$ cat src/rtl/ascensor_if.sv
// Signal bundle between the car driver and the buttons/floor-selection side.
// The driver owns the master modport; the algorithm/pins side uses slave.
interface ascensor_if #(
    parameter int N_PISOS = 10
);
    logic [N_PISOS-1:0] boton;
    logic [3:0]         estado_final;
    logic [N_PISOS-1:0] s;
    logic [3:0]         estado_inicial;
    logic               cambio_piso;
    logic               esperar;
    logic               subir;
    logic               bajar;
    logic               error;

    modport master (
        input  boton,
        input  estado_final,
        output s,
        output estado_inicial,
        output cambio_piso,
        output esperar,
        output subir,
        output bajar,
        output error
    );

    modport slave (
        output boton,
        output estado_final,
        input  s,
        input  estado_inicial,
        input  cambio_piso,
        input  esperar,
        input  subir,
        input  bajar,
        input  error
    );
endinterface

$ cat src/rtl/ascensor_driver.sv
// Elevator car driver: latches requests, moves one floor per T_VIAJE,
// holds doors for T_PUERTA and reports invalid targets from the algorithm.
module ascensor_driver #(
    parameter int N_PISOS  = 10,
    parameter int T_VIAJE  = 8,
    parameter int T_PUERTA = 16
) (
    input  logic       clk,
    input  logic       rst_n,
    ascensor_if.master bus
);

    localparam int T_MAX = (T_VIAJE > T_PUERTA) ? T_VIAJE : T_PUERTA;
    localparam int TW    = (T_MAX > 2) ? $clog2(T_MAX) : 1;

    localparam logic [TW-1:0]      T_V_END = TW'(T_VIAJE - 1);
    localparam logic [TW-1:0]      T_P_END = TW'(T_PUERTA - 1);
    localparam logic [3:0]         TOP     = 4'(N_PISOS - 1);
    localparam logic [4:0]         N_LIM   = 5'(N_PISOS);
    localparam logic [N_PISOS-1:0] ONE     = N_PISOS'(1);

    typedef enum logic [1:0] {
        REPOSO,
        DECIDIR,
        MOVIENDO,
        PUERTA
    } state_t;

    state_t             state_q, state_d;
    logic [N_PISOS-1:0] s_q, s_d;
    logic [3:0]         piso_q, piso_d;
    logic [3:0]         obj_q, obj_d;
    logic [TW-1:0]      timer_q, timer_d;
    logic               cambio_q, cambio_d;
    logic               esperar_q, esperar_d;
    logic               subir_q, subir_d;
    logic               bajar_q, bajar_d;
    logic               error_q, error_d;

    logic               ef_ok;
    logic               at_end;
    logic               hold_btn;
    logic [3:0]         piso_nxt;
    logic [N_PISOS-1:0] clr;

    // Target must be in range and correspond to a pending request.
    assign ef_ok = ({1'b0, bus.estado_final} < N_LIM) &&
                   (|(s_q & (ONE << bus.estado_final)));

    assign at_end = (subir_q && piso_q == TOP) ||
                    (bajar_q && piso_q == 4'd0) ||
                    (!subir_q && !bajar_q);

    assign hold_btn = |(bus.boton & (ONE << piso_q));

    assign piso_nxt = subir_q ? piso_q + 4'd1 : piso_q - 4'd1;

    always_comb begin
        state_d   = state_q;
        piso_d    = piso_q;
        obj_d     = obj_q;
        timer_d   = timer_q;
        cambio_d  = 1'b0;
        esperar_d = esperar_q;
        subir_d   = subir_q;
        bajar_d   = bajar_q;
        error_d   = 1'b0;

        unique case (state_q)
            REPOSO: begin
                esperar_d = 1'b0;
                subir_d   = 1'b0;
                bajar_d   = 1'b0;
                timer_d   = '0;
                if (|s_q) state_d = DECIDIR;
            end
            DECIDIR: begin
                obj_d   = bus.estado_final;
                timer_d = '0;
                if (!ef_ok) begin
                    error_d = 1'b1;
                    state_d = REPOSO;
                end else if (bus.estado_final == piso_q) begin
                    esperar_d = 1'b1;
                    state_d   = PUERTA;
                end else if (bus.estado_final > piso_q) begin
                    subir_d = 1'b1;
                    state_d = MOVIENDO;
                end else begin
                    bajar_d = 1'b1;
                    state_d = MOVIENDO;
                end
            end
            MOVIENDO: begin
                if (timer_q == T_V_END) begin
                    timer_d = '0;
                    if (at_end) begin
                        // Direction disagrees with the shaft end: stop safely.
                        subir_d = 1'b0;
                        bajar_d = 1'b0;
                        state_d = REPOSO;
                    end else begin
                        piso_d   = piso_nxt;
                        cambio_d = 1'b1;
                        if (piso_nxt == obj_q) begin
                            subir_d   = 1'b0;
                            bajar_d   = 1'b0;
                            esperar_d = 1'b1;
                            state_d   = PUERTA;
                        end
                    end
                end else begin
                    timer_d = timer_q + 1'b1;
                end
            end
            PUERTA: begin
                if (hold_btn) begin
                    timer_d = '0;
                end else if (timer_q == T_P_END) begin
                    timer_d   = '0;
                    esperar_d = 1'b0;
                    state_d   = REPOSO;
                end else begin
                    timer_d = timer_q + 1'b1;
                end
            end
            default: begin
                state_d = REPOSO;
            end
        endcase
    end

    // The served floor stays cleared on the way in and for the whole door time.
    always_comb begin
        clr = '0;
        if (state_d == PUERTA || state_q == PUERTA) clr = ONE << piso_d;
    end

    assign s_d = (s_q | bus.boton) & ~clr;

    always_ff @(posedge clk) begin
        if (!rst_n) begin
            state_q   <= REPOSO;
            s_q       <= '0;
            piso_q    <= '0;
            obj_q     <= '0;
            timer_q   <= '0;
            cambio_q  <= 1'b0;
            esperar_q <= 1'b0;
            subir_q   <= 1'b0;
            bajar_q   <= 1'b0;
            error_q   <= 1'b0;
        end else begin
            state_q   <= state_d;
            s_q       <= s_d;
            piso_q    <= piso_d;
            obj_q     <= obj_d;
            timer_q   <= timer_d;
            cambio_q  <= cambio_d;
            esperar_q <= esperar_d;
            subir_q   <= subir_d;
            bajar_q   <= bajar_d;
            error_q   <= error_d;
        end
    end

    assign bus.s              = s_q;
    assign bus.estado_inicial = piso_q;
    assign bus.cambio_piso    = cambio_q;
    assign bus.esperar        = esperar_q;
    assign bus.subir          = subir_q;
    assign bus.bajar          = bajar_q;
    assign bus.error          = error_q;

endmodule

$ cat src/flat_wrapper.sv
// flat-port wrapper written by rule: the top's interface ports become plain ports
module ascensor_driver_flat 
#(
    parameter int N_PISOS  = 10,
    parameter int T_VIAJE  = 8,
    parameter int T_PUERTA = 16
)
  (clk, rst_n, bus_boton, bus_estado_final, bus_s, bus_estado_inicial, bus_cambio_piso, bus_esperar, bus_subir, bus_bajar, bus_error);
  ascensor_if #(.N_PISOS(N_PISOS)) bus_i ();
  input  logic clk;
  input  logic rst_n;
  input wire logic [$bits(bus_i.boton)-1:0] bus_boton;
  input wire logic [$bits(bus_i.estado_final)-1:0] bus_estado_final;
  output wire logic [$bits(bus_i.s)-1:0] bus_s;
  output wire logic [$bits(bus_i.estado_inicial)-1:0] bus_estado_inicial;
  output wire logic [$bits(bus_i.cambio_piso)-1:0] bus_cambio_piso;
  output wire logic [$bits(bus_i.esperar)-1:0] bus_esperar;
  output wire logic [$bits(bus_i.subir)-1:0] bus_subir;
  output wire logic [$bits(bus_i.bajar)-1:0] bus_bajar;
  output wire logic [$bits(bus_i.error)-1:0] bus_error;
  assign bus_i.boton = bus_boton;
  assign bus_i.estado_final = bus_estado_final;
  assign bus_s = bus_i.s;
  assign bus_estado_inicial = bus_i.estado_inicial;
  assign bus_cambio_piso = bus_i.cambio_piso;
  assign bus_esperar = bus_i.esperar;
  assign bus_subir = bus_i.subir;
  assign bus_bajar = bus_i.bajar;
  assign bus_error = bus_i.error;
  ascensor_driver #(.N_PISOS(N_PISOS), .T_VIAJE(T_VIAJE), .T_PUERTA(T_PUERTA)) u_core (.clk(clk), .rst_n(rst_n), .bus(bus_i));
endmodule
$ cat config.mk
export PLATFORM = sky130hd
export DESIGN_NAME = ascensor_driver_flat
export DESIGN_NICKNAME = d
export VERILOG_FILES = /design/src/rtl/ascensor_if.sv /design/src/rtl/ascensor_driver.sv /design/src/flat_wrapper.sv
export SDC_FILE = /design/constraint.sdc
export NUM_CORES = 1
export LEC_CHECK = 0
export CORE_MARGIN = 2
export CORE_UTILIZATION = 34
export DETAILED_ROUTE_END_ITERATION = 10
export GPL_TIMING_DRIVEN = 0
export SYNTH_ARGS = -nofsm -noshare
export SYNTH_HDL_FRONTEND = slang
export SYNTH_SLANG_ARGS = --single-unit
$ cat constraint.sdc
create_clock -name clk -period 4.8 [get_ports clk]
set_input_delay 0.48 -clock clk [delete_from_list [all_inputs] [get_ports clk]]
set_output_delay 0.48 -clock clk [all_outputs]
set_load 0.02 [all_outputs]
==> flow_metrics.py <==
metrics = {
    "finish": {
        "fillers": 574,
        "final_util_pct": 45.0,
        "multi_input_area_sq_um": 1250,
        "area_growth_pct": 28.5,
        "diodes": 0,
        "fin_nets": 287,
        "regArea_sq_um": 581,
        "drive_above_1_share_pct": 8.46,
    },
    "routing": {
        "totalWireLength_um": 4960,
        "drtPass1Iterations": 4,
        "wl_per_cell_um": 14.9,
        "post-route-drc-count": 0,
        "via_count": 1740,
        "ant_nets": 0,
        "drt_iter0_markers": 136,
        "viasPerCell": 5.24,
    },
    "clock_tree": {
        "post-cts-setup-buffers": 0,
        "cts_buffer_depth": 2,
        "cts_resized": 0,
        "root_buffer": "clkbuf_8",
        "cts_tree": "done",
        "numCtsBuffers": 5,
        "htree_num_levels": 2,
        "clkTransAtPathRegs_ns": 0.07,
        "clock_latency_ns": 0.29,
        "cts_sinks": 29,
        "cts_hold_buf": 0,
    },
    "sta": {
        "final-setup-viol-count": 0,
        "finalHoldViolations": 0,
        "rsz0062_at_grt": "no",
        "min_period_ns": 3.05,
        "drv_slew": 0,
        "fmax_mhz": 328,
        "finClkSkew_ns": 0.00845,
        "min_period_over_period_pct": 63.6,
        "max_slew_margin_pct": 56.3,
        "worst_pin_slew_ns": 0.655,
        "tns_ns": 0,
    },
    "synth": {
        "syn_nets": 246,
        "synthCells": 218,
        "synth_edf_count": 0,
        "synth_commonest_cells": "29 x dfxtp_1, 16 x a21oi_1, 14 x nor2b_1, 14 x o21ai_0",
        "synth_ff_type": "dfxtp_1",
        "synthMostInstantiatedCell": "dfxtp_1",
        "ys_seq_area_share_pct": 30.3,
        "netlist-cell-type-count": 48,
        "synth_area_leader_cell": "dfxtp_1",
        "synth_top_area_share_pct": 30.3,
        "yosys-top-cells-area": "dfxtp_1 30%, ha_1 7.2%, mux2i_1 6.8%",
        "synth_area_sq_um": 1920,
        "synth-seq-cells": 29,
        "synth_warnings": 0,
        "ys_async_sr_fraction_pct": 0,
        "syn_area_per_cell_sq_um": 8.80,
    },
    "grt": {
        "grt_pass1_wl_um": 8170,
        "grt_start_max_net_pins": 11,
        "overflow": 0,
        "grtUsageTotal_pct": 16.7,
        "grt_pass1_vias": 1626,
        "grt_antenna_before_repair": 0,
    },
    "status": {
        "outcome": "complete, no violations",
    },
    "place": {
        "io_buffers": 34,
        "hpwl_um": 3890,
        "gp_congestion": 0.842,
    },
    "critical_path": {
        "r2r_cells": 10,
        "end_kind": "flop",
        "critical_path.startpoint": "u_core.bus.estado_inicial[0]",
        "r2r_end": "u_core.bus.s[4]",
        "arrival_ns": 3.21,
        "endpoint": "u_core.bus.s[4]",
        "required_ns": 4.96,
        "start_kind": "flop",
        "timing.rr.start": "u_core.bus.estado_inicial[0]",
        "crit_type": "flop to flop",
        "cp_max_fo": 9,
        "rrSetupSlack_ns": 1.75,
    },
    "die": {
        "start_util_pct": 35.0,
        "core-area_sq_um": 5470,
        "die_w_um": 79.1,
        "fp-row-count": 27,
        "die_area_sq_um": 6260,
        "num_io_pins": 35,
        "dieHeight_um": 79.1,
    },
    "worst_hold_path": {
        "worstHoldPathType": "flop to flop",
        "hold_depth": 1,
    },
    "power": {
        "power_density_nw_per_um2": 264,
        "p_leak_nw": 0.960,
        "ir_drop_mv": 0.128,
    },
    "job": {
        "max-cap-violations": 0,
    },
}
## cell usage in the layout, fill, tap and decap left out, drive strengths merged, types with 3 or more instances in the layout
cell type	netlist	routed
xnor2	5	5
ha	11	11
a22oi	3	3
o31ai	4	4
nand3	9	9
nor3	3	3
nor2b	14	14
nor2	13	13
xor2	5	5
a21oi	17	17
nor4	3	3
mux2i	13	13
dfxtp	29	29
inv	12	12
a31oi	4	4
nand2b	4	4
nand2	10	10
clkbuf	3	10
and2	6	6
clkdlybuf4s50	0	34
buf	4	4
o21ai	16	16
## report_power, final
group          total, mW  leakage [nW]  internal, mW  switching, mW
registers          0.267         0.238         0.253         0.0136
logic              0.121         0.663        0.0584         0.0623
clock network      0.264        0.0585         0.169         0.0946
## worst max-delay path: stages (launching register included)
cell and delay [ns]:
dfxtp_1 0.37, buf_6 0.16, clkinv_1 0.24, fa_1 0.47, xor2_1 0.28, xor2_1 0.17
nand3_1 0.17, o41ai_2 0.35, a21oi_1 0.25, o31ai_4 0.34, a21oi_1 0.11
## metal layers
| layer | GRT usage (%) | share of wire [%] | vias to the layer above |
|---|---|---|---|
| met4 | 5.69 | 1.6 | 0 |
| met3 | 3.64 | 4.8 | 8 |
| li1 | - | - | 868 |
| met5 | 0 | 0 | - |
| met2 | 25.2 | 44 | 43 |
| met1 | 23.7 | 49 | 821 |
## final cells by class
type                            count  area share, %
Sequential cell                    29           23.6
Clock inverter                      1           1.22
Multi-Input combinational cell    169           50.8
Clock buffer                        7           3.50
Tap cell                           72           3.65
Buffer                              7           1.52
Inverter                           13           1.98
Timing Repair Buffer               34           13.8
## flip-flops by register name, indices dropped and copies added (netlist names)
name                       cells
u_core.bus.cambio_piso         1
u_core.bus.estado_inicial      4
u_core.timer_q                 4
u_core.bus.bajar               1
u_core.state_q                 2
u_core.obj_q                   4
u_core.bus.esperar             1
u_core.bus.error               1
u_core.bus.subir               1
u_core.bus.s                  10
## worst min path at each step
stage | from | endpoint
floorplan | u_core.timer_q[0] | u_core.timer_q[0]
global placement | u_core.timer_q[0] | u_core.timer_q[0]
detailed placement | u_core.timer_q[0] | u_core.timer_q[0]
CTS | u_core.timer_q[0] | u_core.timer_q[0]
global route | u_core.timer_q[0] | u_core.timer_q[0]
finish | u_core.timer_q[0] | u_core.timer_q[0]
## per-stage QoR
stage | hold slack [ns] | power, mW | setup WS [ns] | cell area [sq um] | cells
after CTS | 0.454 | 0.656 | 1.74 | 2460 | 332
after detailed placement | 0.439 | 0.392 | 1.76 | 2350 | 324
after floorplan | 0.418 | 0.341 | 2.05 | 1920 | 218
final | 0.446 | 0.651 | 1.75 | 2460 | 332
after global placement | 0.431 | 0.391 | 1.76 | 2350 | 324
after global routing | 0.474 | 0.682 | 1.49 | 2460 | 332
## cell families (layout without fill, tap and decap cells)
logic type      Yosys count  in the layout  synth area share [%]
fa+ha+maj                12             12                  8.22
mux                      16             16                  9.72
buf+inv                  20             62                  4.50
flops                    29             29                  30.3
simple gates             72             72                  20.1
xor+xnor                 11             11                  5.74
compound gates           58             58                  21.5
No activity file was read; power rests on OpenSTA's default activity.
